<file path="config.mk">
export PLATFORM = sky130hd
export DESIGN_NAME = lcd_power_sequencer_flat
export DESIGN_NICKNAME = d
export VERILOG_FILES = /design/src/rtl/lcd_power_sequencer_pkg.sv /design/src/rtl/lcd_power_sequencer_if.sv /design/src/rtl/lcd_power_sequencer_backlight_pwm.sv /design/src/rtl/lcd_power_sequencer.sv /design/src/flat_wrapper.sv
export SDC_FILE = /design/constraint.sdc
export NUM_CORES = 1
export LEC_CHECK = 0
export CORE_ASPECT_RATIO = 1.5
export CORE_UTILIZATION = 60
export DETAILED_ROUTE_END_ITERATION = 7
export PLACE_DENSITY = 0.85
export SYNTH_ARGS = -nofsm -noshare
export SYNTH_HDL_FRONTEND = slang
export SYNTH_SLANG_ARGS = --single-unit
</file>
<file path="constraint.sdc">
create_clock -name clk -period 6.9 [get_ports clk]
set_input_delay 1.035 -clock clk [delete_from_list [all_inputs] [get_ports clk]]
set_output_delay 1.035 -clock clk [all_outputs]
set_load 0.05 [all_outputs]
</file>
<file path="src/rtl/lcd_power_sequencer_pkg.sv">
// -----------------------------------------------------------------------------
// lcd_pwrseq_pkg
//   Shared definitions for the LVDS panel power sequencer:
//     - state encodings (S_OFF = 0 .. S_HOLD = 6), visible on state_o
//     - default timer tick (clk cycles per 1 ms) and PWM resolution
//     - rails_t / rails_for(): the supply/video/backlight pattern of each state
//   Optional backlight PWM is selected with the BACKLIGHT_PWM_EN macro in the
//   top level; nothing in this package depends on it.
// -----------------------------------------------------------------------------
package lcd_pwrseq_pkg;

  // 100 MHz system clock -> 100000 cycles per millisecond tick
  localparam int MS_TICK          = 100000;
  localparam int PWM_BITS_DEFAULT = 8;

  // Millisecond counter width; the counter saturates, so it only has to hold
  // the longest delay the sequencer waits for (T_OFF_MS by default).
  localparam int MS_CNT_W = 16;

  // State encodings, kept as plain constants so state_o stays a fixed,
  // documented 3-bit code for software and older tooling.
  localparam logic [2:0] S_OFF    = 3'd0;
  localparam logic [2:0] S_VDD    = 3'd1;
  localparam logic [2:0] S_VID    = 3'd2;
  localparam logic [2:0] S_RUN    = 3'd3;
  localparam logic [2:0] S_BLOFF  = 3'd4;
  localparam logic [2:0] S_VIDOFF = 3'd5;
  localparam logic [2:0] S_HOLD   = 3'd6;

  // Panel rail pattern driven in a given state
  typedef struct packed {
    logic vdd;
    logic video;
    logic led;
  } rails_t;

  // Rail pattern per state. Every pattern respects the ordering
  // led -> video -> vdd, so registering rails_for(next_state) keeps the
  // invariant on every cycle, including the lock-loss shortcut.
  function automatic rails_t rails_for(input logic [2:0] s);
    rails_t r;
    r = '0;
    case (s)
      S_VDD, S_VIDOFF: begin
        r.vdd = 1'b1;
      end
      S_VID, S_BLOFF: begin
        r.vdd   = 1'b1;
        r.video = 1'b1;
      end
      S_RUN: begin
        r.vdd   = 1'b1;
        r.video = 1'b1;
        r.led   = 1'b1;
      end
      default: begin
        r = '0;
      end
    endcase
    return r;
  endfunction

endpackage

</file>
<file path="src/rtl/lcd_power_sequencer_if.sv">
// -----------------------------------------------------------------------------
// lcd_power_sequencer_if
//   Bundle of the request/status signals between a panel host (master) and the
//   power sequencer (slave).
//   Host -> sequencer:
//     enable_req   level, 1 = panel on requested
//     lock         pixel/serializer clock lock, already synchronised to clk
//     frame_start  one-cycle pulse at frame start, already synchronised to clk
//     brightness   backlight duty, value / 2^PWM_BITS
//   Sequencer -> host / panel:
//     panel_vdd_en, video_en, led_en, led_pwm   panel rail controls
//     ready        1 only while the panel is fully on
//     fault        sticky: clock lock lost while video was enabled
//     state_o      current state code (see lcd_pwrseq_pkg)
// -----------------------------------------------------------------------------
interface lcd_power_sequencer_if
  import lcd_pwrseq_pkg::*;
#(
  parameter int PWM_BITS = PWM_BITS_DEFAULT
);

  logic                enable_req;
  logic                lock;
  logic                frame_start;
  logic [PWM_BITS-1:0] brightness;

  logic                panel_vdd_en;
  logic                video_en;
  logic                led_en;
  logic                led_pwm;
  logic                ready;
  logic                fault;
  logic [2:0]          state_o;

  modport master (
    output enable_req, lock, frame_start, brightness,
    input  panel_vdd_en, video_en, led_en, led_pwm, ready, fault, state_o
  );

  modport slave (
    input  enable_req, lock, frame_start, brightness,
    output panel_vdd_en, video_en, led_en, led_pwm, ready, fault, state_o
  );

endinterface

</file>
<file path="src/rtl/lcd_power_sequencer_backlight_pwm.sv">
// -----------------------------------------------------------------------------
// lcd_backlight_pwm
//   Backlight PWM generator, only instantiated when BACKLIGHT_PWM_EN is defined.
//   A free-running PWM_BITS counter sets the period (2^PWM_BITS clk). The duty
//   value is captured from brightness only when the counter wraps to 0, so a
//   brightness change never produces a runt or stretched pulse mid-period.
//   Ports:
//     clk         system clock
//     rst         asynchronous, active-low reset (counter and duty to 0)
//     brightness  requested duty, value / 2^PWM_BITS
//     led_en      backlight enable; PWM output is forced low when 0
//     led_pwm     led_en && (counter < duty); duty 0 gives a constant 0
// -----------------------------------------------------------------------------
module lcd_backlight_pwm
  import lcd_pwrseq_pkg::*;
#(
  parameter int PWM_BITS = PWM_BITS_DEFAULT
) (
  input  logic                clk,
  input  logic                rst,
  input  logic [PWM_BITS-1:0] brightness,
  input  logic                led_en,
  output logic                led_pwm
);

  logic [PWM_BITS-1:0] cnt;
  logic [PWM_BITS-1:0] duty;

  // Counter runs regardless of led_en so the period stays phase-continuous;
  // duty is reloaded on the edge where the counter rolls over to 0.
  always_ff @(posedge clk or negedge rst) begin
    if (!rst) begin
      cnt  <= '0;
      duty <= '0;
    end else begin
      cnt <= cnt + PWM_BITS'(1);
      if (cnt == '1) begin
        duty <= brightness;
      end
    end
  end

  assign led_pwm = led_en && (cnt < duty);

endmodule

</file>
<file path="src/rtl/lcd_power_sequencer.sv">
// -----------------------------------------------------------------------------
// lcd_power_sequencer
//   Panel power/enable controller for the LVDS LCD path. Brings up panel VDD,
//   then the LVDS video path, then the backlight (aligned to a frame start),
//   and tears them down in the reverse order with the panel datasheet delays.
//   Loss of clock lock while video is enabled forces an immediate shutdown of
//   backlight and video and sets a sticky fault flag.
//
//   Configuration macro: BACKLIGHT_PWM_EN
//     defined   -> led_pwm comes from lcd_backlight_pwm (duty = brightness)
//     undefined -> led_pwm simply follows led_en, brightness is unused
//
//   Ports:
//     clk   system clock, all logic on posedge
//     rst   asynchronous, active-low reset
//     bus   lcd_power_sequencer_if.slave:
//             in : enable_req, lock, frame_start, brightness
//             out: panel_vdd_en, video_en, led_en, led_pwm, ready, fault, state_o
//
//   Delays are given in ms; TICK_DIV is clk cycles per ms. A delay of T ms is
//   complete exactly T*TICK_DIV clk edges after state entry (T=0 -> 1 edge).
// -----------------------------------------------------------------------------
module lcd_power_sequencer
  import lcd_pwrseq_pkg::*;
#(
  parameter int TICK_DIV   = MS_TICK,
  parameter int T_VDD_MS   = 10,
  parameter int T_VIDEO_MS = 200,
  parameter int T_BL_MS    = 200,
  parameter int T_PWR_MS   = 10,
  parameter int T_OFF_MS   = 500,
  parameter int PWM_BITS   = PWM_BITS_DEFAULT
) (
  input  logic                 clk,
  input  logic                 rst,
  lcd_power_sequencer_if.slave bus
);

  localparam int PRE_W = (TICK_DIV > 1) ? $clog2(TICK_DIV) : 1;

  localparam logic [MS_CNT_W:0] T_VDD_C   = (MS_CNT_W + 1)'(T_VDD_MS);
  localparam logic [MS_CNT_W:0] T_VIDEO_C = (MS_CNT_W + 1)'(T_VIDEO_MS);
  localparam logic [MS_CNT_W:0] T_BL_C    = (MS_CNT_W + 1)'(T_BL_MS);
  localparam logic [MS_CNT_W:0] T_PWR_C   = (MS_CNT_W + 1)'(T_PWR_MS);
  localparam logic [MS_CNT_W:0] T_OFF_C   = (MS_CNT_W + 1)'(T_OFF_MS);

  logic [2:0]          state;
  logic [2:0]          state_next;
  logic [PRE_W-1:0]    pre_cnt;
  logic [MS_CNT_W-1:0] ms_cnt;
  logic [MS_CNT_W:0]   ms_done;
  logic                pre_wrap;
  logic                entering;
  logic                lock_fault;
  rails_t              rails_q;
  logic                ready_q;
  logic                fault_q;
  logic                led_pwm_w;

  // ms_done is the number of whole milliseconds completed once the coming
  // edge has been counted. Comparing it against T therefore fires on exactly
  // edge T*TICK_DIV after entry, and T=0 fires on the first edge.
  assign pre_wrap = (pre_cnt == PRE_W'(TICK_DIV - 1));
  assign ms_done  = {1'b0, ms_cnt} + {{MS_CNT_W{1'b0}}, pre_wrap};
  assign entering = (state_next != state);

  // Next-state logic. Lock loss is checked first in every powered state so it
  // beats enable_req; in S_VID an abort also beats a qualifying frame_start.
  // Only lock loss with video enabled (S_VID/S_RUN/S_BLOFF) raises the fault.
  always_comb begin
    state_next = state;
    lock_fault = 1'b0;
    case (state)
      S_OFF: begin
        if (bus.enable_req && bus.lock) begin
          state_next = S_VDD;
        end
      end
      S_VDD: begin
        if (!bus.lock || !bus.enable_req) begin
          state_next = S_VIDOFF;
        end else if (ms_done >= T_VDD_C) begin
          state_next = S_VID;
        end
      end
      S_VID: begin
        if (!bus.lock) begin
          state_next = S_VIDOFF;
          lock_fault = 1'b1;
        end else if (!bus.enable_req) begin
          state_next = S_VIDOFF;
        end else if (bus.frame_start && (ms_done >= T_VIDEO_C)) begin
          state_next = S_RUN;
        end
      end
      S_RUN: begin
        if (!bus.lock) begin
          state_next = S_VIDOFF;
          lock_fault = 1'b1;
        end else if (!bus.enable_req) begin
          state_next = S_BLOFF;
        end
      end
      S_BLOFF: begin
        if (!bus.lock) begin
          state_next = S_VIDOFF;
          lock_fault = 1'b1;
        end else if (ms_done >= T_BL_C) begin
          state_next = S_VIDOFF;
        end
      end
      S_VIDOFF: begin
        if (ms_done >= T_PWR_C) begin
          state_next = S_HOLD;
        end
      end
      S_HOLD: begin
        if (ms_done >= T_OFF_C) begin
          state_next = S_OFF;
        end
      end
      default: begin
        state_next = S_OFF;
      end
    endcase
  end

  // Prescaler + millisecond counter, restarted on every state change. The
  // ms counter saturates so an indefinite wait in S_VID cannot wrap it back
  // below the video delay.
  always_ff @(posedge clk or negedge rst) begin
    if (!rst) begin
      pre_cnt <= '0;
      ms_cnt  <= '0;
    end else if (entering) begin
      pre_cnt <= '0;
      ms_cnt  <= '0;
    end else if (pre_wrap) begin
      pre_cnt <= '0;
      if (ms_cnt != '1) begin
        ms_cnt <= ms_cnt + MS_CNT_W'(1);
      end
    end else begin
      pre_cnt <= pre_cnt + PRE_W'(1);
    end
  end

  // State and all status outputs are registered from state_next, so every
  // output changes on the same edge as the state itself. The fault flag is
  // only cleared when a new power-up starts.
  always_ff @(posedge clk or negedge rst) begin
    if (!rst) begin
      state   <= S_OFF;
      rails_q <= '0;
      ready_q <= 1'b0;
      fault_q <= 1'b0;
    end else begin
      state   <= state_next;
      rails_q <= rails_for(state_next);
      ready_q <= (state_next == S_RUN);
      if (lock_fault) begin
        fault_q <= 1'b1;
      end else if (entering && (state_next == S_VDD)) begin
        fault_q <= 1'b0;
      end
    end
  end

`ifdef BACKLIGHT_PWM_EN
  lcd_backlight_pwm #(
    .PWM_BITS (PWM_BITS)
  ) u_backlight_pwm (
    .clk        (clk),
    .rst        (rst),
    .brightness (bus.brightness),
    .led_en     (rails_q.led),
    .led_pwm    (led_pwm_w)
  );
`else
  // Without PWM the backlight runs at full brightness whenever enabled.
  logic unused_brightness;
  assign unused_brightness = ^bus.brightness;
  assign led_pwm_w         = rails_q.led;
`endif

  assign bus.panel_vdd_en = rails_q.vdd;
  assign bus.video_en     = rails_q.video;
  assign bus.led_en       = rails_q.led;
  assign bus.led_pwm      = led_pwm_w;
  assign bus.ready        = ready_q;
  assign bus.fault        = fault_q;
  assign bus.state_o      = state;

endmodule

</file>
<file path="src/flat_wrapper.sv">
// flat-port wrapper written by rule: the top's interface ports become plain ports
module lcd_power_sequencer_flat import lcd_pwrseq_pkg::*;
#(
  parameter int TICK_DIV   = MS_TICK,
  parameter int T_VDD_MS   = 10,
  parameter int T_VIDEO_MS = 200,
  parameter int T_BL_MS    = 200,
  parameter int T_PWR_MS   = 10,
  parameter int T_OFF_MS   = 500,
  parameter int PWM_BITS   = PWM_BITS_DEFAULT
)
  (clk, rst, bus_enable_req, bus_lock, bus_frame_start, bus_brightness, bus_panel_vdd_en, bus_video_en, bus_led_en, bus_led_pwm, bus_ready, bus_fault, bus_state_o);
  lcd_power_sequencer_if #(.PWM_BITS(PWM_BITS)) bus_i ();
  input  logic clk;
  input  logic rst;
  input wire logic [$bits(bus_i.enable_req)-1:0] bus_enable_req;
  input wire logic [$bits(bus_i.lock)-1:0] bus_lock;
  input wire logic [$bits(bus_i.frame_start)-1:0] bus_frame_start;
  input wire logic [$bits(bus_i.brightness)-1:0] bus_brightness;
  output wire logic [$bits(bus_i.panel_vdd_en)-1:0] bus_panel_vdd_en;
  output wire logic [$bits(bus_i.video_en)-1:0] bus_video_en;
  output wire logic [$bits(bus_i.led_en)-1:0] bus_led_en;
  output wire logic [$bits(bus_i.led_pwm)-1:0] bus_led_pwm;
  output wire logic [$bits(bus_i.ready)-1:0] bus_ready;
  output wire logic [$bits(bus_i.fault)-1:0] bus_fault;
  output wire logic [$bits(bus_i.state_o)-1:0] bus_state_o;
  assign bus_i.enable_req = bus_enable_req;
  assign bus_i.lock = bus_lock;
  assign bus_i.frame_start = bus_frame_start;
  assign bus_i.brightness = bus_brightness;
  assign bus_panel_vdd_en = bus_i.panel_vdd_en;
  assign bus_video_en = bus_i.video_en;
  assign bus_led_en = bus_i.led_en;
  assign bus_led_pwm = bus_i.led_pwm;
  assign bus_ready = bus_i.ready;
  assign bus_fault = bus_i.fault;
  assign bus_state_o = bus_i.state_o;
  lcd_power_sequencer #(.TICK_DIV(TICK_DIV), .T_VDD_MS(T_VDD_MS), .T_VIDEO_MS(T_VIDEO_MS), .T_BL_MS(T_BL_MS), .T_PWR_MS(T_PWR_MS), .T_OFF_MS(T_OFF_MS), .PWM_BITS(PWM_BITS)) u_core (.clk(clk), .rst(rst), .bus(bus_i));
endmodule
</file>
After elaboration in Yosys (flattened, before gate mapping). Cells that the tools add are included.

Register bits: 41. Input port bits: 13. Output and inout port bits: 9. Logic and storage cells: 67.

Add/sub/neg operators: 3. Multiplexer cells: 25. Order comparisons: 3. Reduce and logical (&&, ||, !) cells: 14. Equality and inequality tests: 14.

Operator list (count): 2-to-1 mux 16 bit (3); 2-to-1 mux 3 bit (12); 2-to-1 mux 17 bit (2); case mux 3 bit (7 select lines) (1); adder 16 x 1 -> 17 bit (1); adder 17 x 1 -> 17 bit, second input constant (1); equality test 17 bit, second input constant (1); greater-or-equal comparator 17 x 4 -> 1 bit, second input constant (1); greater-or-equal comparator 17 x 8 -> 1 bit, second input constant (1); greater-or-equal comparator 17 x 9 -> 1 bit, second input constant (1); adder 16 x 1 -> 16 bit, second input constant (1); != test 16 bit, second input constant (1); equality test 3 bit, second input constant (5); equality test 3 x 2 -> 1 bit, second input constant (4); 2-to-1 mux 1 bit (7); equality test 3 x 1 -> 1 bit, second input constant (2); nonzero test 2 bit (3); OR reduction 3 bit (2); OR reduction 5 bit (1); logical AND 1 bit (3); logical NOT 3 bit (1); != test 3 bit (1); logical NOT 1 bit (2); AND reduction 2 bit (1); logical OR 1 bit (1).

Depth between registers and ports, before layout.
Depth after elaboration: 12. Gate-level depth with buffers: 16. Gate-level depth less buffers: 13.

Worst setup path after synthesis. Ideal clock, no wire load.

Kind: reg-to-reg. Start point: register u_core.pre_cnt[0]. End point: register u_core.pre_cnt[5]. Library setup time: 0.128 ns. Cell stages (with the launch flop): 16. Required time: 6.772 ns. Buffers on the path: 2. Data arrival time: 3.544 ns. Slack: 3.228 ns. Cells stage by stage: dfrtp_1 -> ha_1 -> nand4_1 -> or2_2 -> clkinv_1 -> ha_1 -> ha_1 -> buf_2 -> and3_1 -> nand4_1 -> mux2_4 -> o22ai_4 -> nor3_2 -> a211oi_4 -> buf_6 -> nor4_2.

Longest elaborated chain between the ends: 10. Elaborated cells on any way between the ends: 20.

Ends and longest elaborated chain: start: declaration (RTL line lcd_power_sequencer.sv:49) `logic [PRE_W-1:0] pre_cnt;`; start signal: assignment (RTL line lcd_power_sequencer.sv:144) `pre_cnt <= pre_cnt + PRE_W'(1);`; equality test 17 bit (RTL line lcd_power_sequencer.sv:63) `assign pre_wrap = (pre_cnt == PRE_W'(TICK_DIV - 1));`; adder 16 x 1 -> 17 bit (RTL line lcd_power_sequencer.sv:64) `assign ms_done = {1'b0, ms_cnt} + {{MS_CNT_W{1'b0}}, pre_wrap};`; greater-or-equal comparator 17 x 8 -> 1 bit (RTL line lcd_power_sequencer.sv:92, lcd_power_sequencer.sv:108); logical AND 1 bit (RTL line lcd_power_sequencer.sv:92) `end else if (bus.frame_start && (ms_done >= T_VIDEO_C)) begin`; 2-to-1 mux 3 bit (RTL line lcd_power_sequencer.sv:92); 2-to-1 mux 3 bit (RTL line lcd_power_sequencer.sv:90) `end else if (!bus.enable_req) begin`; 2-to-1 mux 3 bit (RTL line lcd_power_sequencer.sv:87) `if (!bus.lock) begin`; case mux 3 bit (7 select lines) (RTL line lcd_power_sequencer.sv:73) `case (state)`; != test 3 bit (RTL line lcd_power_sequencer.sv:65) `assign entering = (state_next != state);`; 2-to-1 mux 17 bit * (RTL line lcd_power_sequencer.sv:135) `end else if (entering) begin`.

Every way passes the cells marked *; elsewhere a longest branch is shown, timed or not. A chain may end at the register's enable or synchronous reset.

Final worst setup path.
Start point: register u_core.pre_cnt[0]. End point: register u_core.pre_cnt[14].

Same word-level chain as after synthesis.

==> metrics.txt <==
outcome finished, final reports clean; vias in the first global route 2278; ranking of synthesized cells by area dfrtp_1, nor3_2, xnor2_1; crit-path cells ha_1, nand4_1, or2_2, clkinv_1, ha_1, ha_1, and3_1, nand4_1, mux2_4, o22ai_4, nor3_2, a211oi_4, buf_4, nor3_2; Layout fillers 388; most frequent CP cell ha_1; Crit-path slowest cell a211oi_4; nets@finish 321; largest net degree at the start of global routing 41; Final Non-Filler Cells 368; Core Box Area 4579 um^2; Worst-Margin Slew 1076 ps; Worst setup SP type register; EDFF count, synth 0; total congestion overflow 0; setup TNS 0 ps; Clock Sinks 40; Unique masters post-synth 65; Yosys top cell area share 0.3453; CTS H-Tree Depth 2; diode count 0; Synth Register Bits 40; Critical Path Max Stage Delay 930 ps; Critical Setup Path Class reg2reg; post-DR vias/cell 6.288; Max transition margin 0.2803; Async SR Flop Fraction 1.000; HP Class reg2reg; Num CTS Buffers 5; initial drt markers 179; Post-Syn Area per Cell 9.599 um^2; die area 5120 um^2; Bufs and invs on worst path 2; CP Data Arrival Time 5190 ps; I/O Pins 22; DR pass1 iterations 4; MaxCap Viol Count 0; Cell Rows 30; Synth Flop Type dfrtp_1; final setup vio count 0; Post-Syn Instances 302; Residual DRC 0; placed insts 361; Routed Wire Length 5792 um; max-slew violation count 0; Root Driver clkbuf_8; port bufs 13; GR Util All Layers 0.2641; clock transition at the registers of the reported paths 70 ps; CP max FO 19; Max clock buf depth 2; die height 87.14 um; post-route clock period utilization 0.7292; post-CTS sizing 0; Synth-to-Final Area Change 6.388%; CP top delay family simple AND/OR/NAND/NOR gates; Worst EP required 7060 ps; Initial Util 0.6331; DP HPWL 3998 um; die width 58.76 um; syn_nets 319; share of cells above drive strength 1 0.1941; Seq/Total Area, Yosys 0.3453; CTS tree done; flop-to-flop setup slack 1870 ps; setup bufs post-CTS 0; Lkg Pwr 1.249 nW; crit end category register; Final Hold Vio Count 0; final antenna-violating net count 0; clk_lat worst skew 300 ps; RSZ-0062 raised after global routing no; Pwr Density 187.3 nW/um^2; FMAX 198.8 MHz; Worst VDD drop 148.7 uV; gpl congestion 0.9085; Final min period 5031 ps; synthesized cell area 2899 um^2; vias 2314; initial antenna violation count 0; clk_skew 14.33 ps; post-synth top area cell dfrtp_1; global-route wire length before repair 10310 um; WL per Instance 15.74 um; Post-CTS Hold Buffers 0; YS warnings 0
-- sequential cells by signal (all words and copies together), names as in the netlist --
signal                   count
u_core.pre_cnt              17
u_core.ms_cnt               16
u_core.bus.state_o           3
u_core.bus.fault             1
u_core.bus.led_en            1
u_core.bus.panel_vdd_en      1
u_core.bus.video_en          1
-- report_power, final --
group	total [mW]	internal [mW]	switching [mW]
Clock	0.151	0.0685	0.0830
Combinational	0.140	0.0543	0.0857
Sequential	0.286	0.258	0.0286
-- synth_stat cells, drive strengths merged, types with 2 or more instances --
library cell / number
dfrtp: 40
nor3: 32
nand2: 19
nor2: 18
buf: 17
xnor2: 17
nand3: 14
xor2: 14
nor4: 12
and3: 11
a21oi: 10
nand4: 9
o21ai: 8
and2: 7
inv: 6
and4: 5
clkbuf: 4
ha: 4
o311ai: 4
or3: 4
a211oi: 3
a311oi: 3
mux2i: 3
nand2b: 3
nor4b: 3
o22ai: 3
o31ai: 3
a21boi: 2
a31oi: 2
nand3b: 2
nor2b: 2
or2: 2
-- per-stage QoR --
stage | hold WS, ps | util | instance area (um^2) | power [mW] | setup WS [ps]
5_1_grt | 525.8 | 0.6735 | 3084 | 0.6084 | 1549
3_3_place_gp | 489.3 | 0.6557 | 3003 | 0.4262 | 1992
4_1_cts | 505.2 | 0.6735 | 3084 | 0.5807 | 1918
2_1_floorplan | 466.1 | - | 2899 | 0.3971 | 3228
6_report | 509.2 | 0.6735 | 3084 | 0.5778 | 1869
3_5_place_dp | 489.8 | 0.6557 | 3003 | 0.4303 | 1948
-- final cells by class --
type	count	area, um^2	area share
clock buffers	5	68.82	0.02231
clock inverters	2	12.51	0.004057
inverters	7	26.28	0.008519
multi-input cells	234	1748	0.5667
flip-flops and latches	40	1001	0.3245
well taps	64	80.08	0.02596
repair buffers	16	147.6	0.04787
-- kinds of logic (layout without fill, tap and decap cells) --
logic type               after synthesis  after routing  share of synthesized area
flip-flops                            40             40                     0.3453
AO/OA/AOI/OAI                         49             49                     0.1364
adder cells (fa/ha/maj)                4              4                    0.01726
buffers and inverters                 28             30                    0.05438
AND/OR/NAND/NOR                      146            146                     0.3375
XOR/XNOR                              31             31                    0.09366
multiplexers                           4              4                    0.01554
-- layout by cell type (no fill, tap or decap), drive strengths merged, types with 5 or more instances in the layout --
master / count
nor2: 18
and4: 5
xnor2: 17
nand3: 14
nor3: 32
nand2: 19
and2: 7
nand4: 9
o21ai: 8
clkbuf: 5
inv: 6
xor2: 14
nor4: 12
clkdlybuf4s50: 12
and3: 11
dfrtp: 40
a21oi: 10
-- routing by layer --
layer / up-vias / global-route usage / wire [um] / share of wire
met5: - / 0 / 0 / 0
met4: 0 / 0.1104 / 133 / 0.023
met3: 14 / 0.04309 / 183 / 0.032
met2: 49 / 0.4721 / 3179 / 0.55
met1: 1136 / 0.3050 / 2295 / 0.40
li1: 1115 / - / - / -
-- final timing paths --
path,start,end,depth (start not counted)
setup / recovery,u_core.pre_cnt[0],u_core.pre_cnt[14],14
hold / removal,u_core.pre_cnt[0],u_core.pre_cnt[0],1
setup reg to reg,u_core.pre_cnt[0],u_core.pre_cnt[14],14
hold reg to reg,u_core.pre_cnt[0],u_core.pre_cnt[0],1
max in group asynchronous,rst,u_core.bus.state_o[1],1
min in group asynchronous,rst,u_core.ms_cnt[7],1
(Power assumes the default switching activity.)
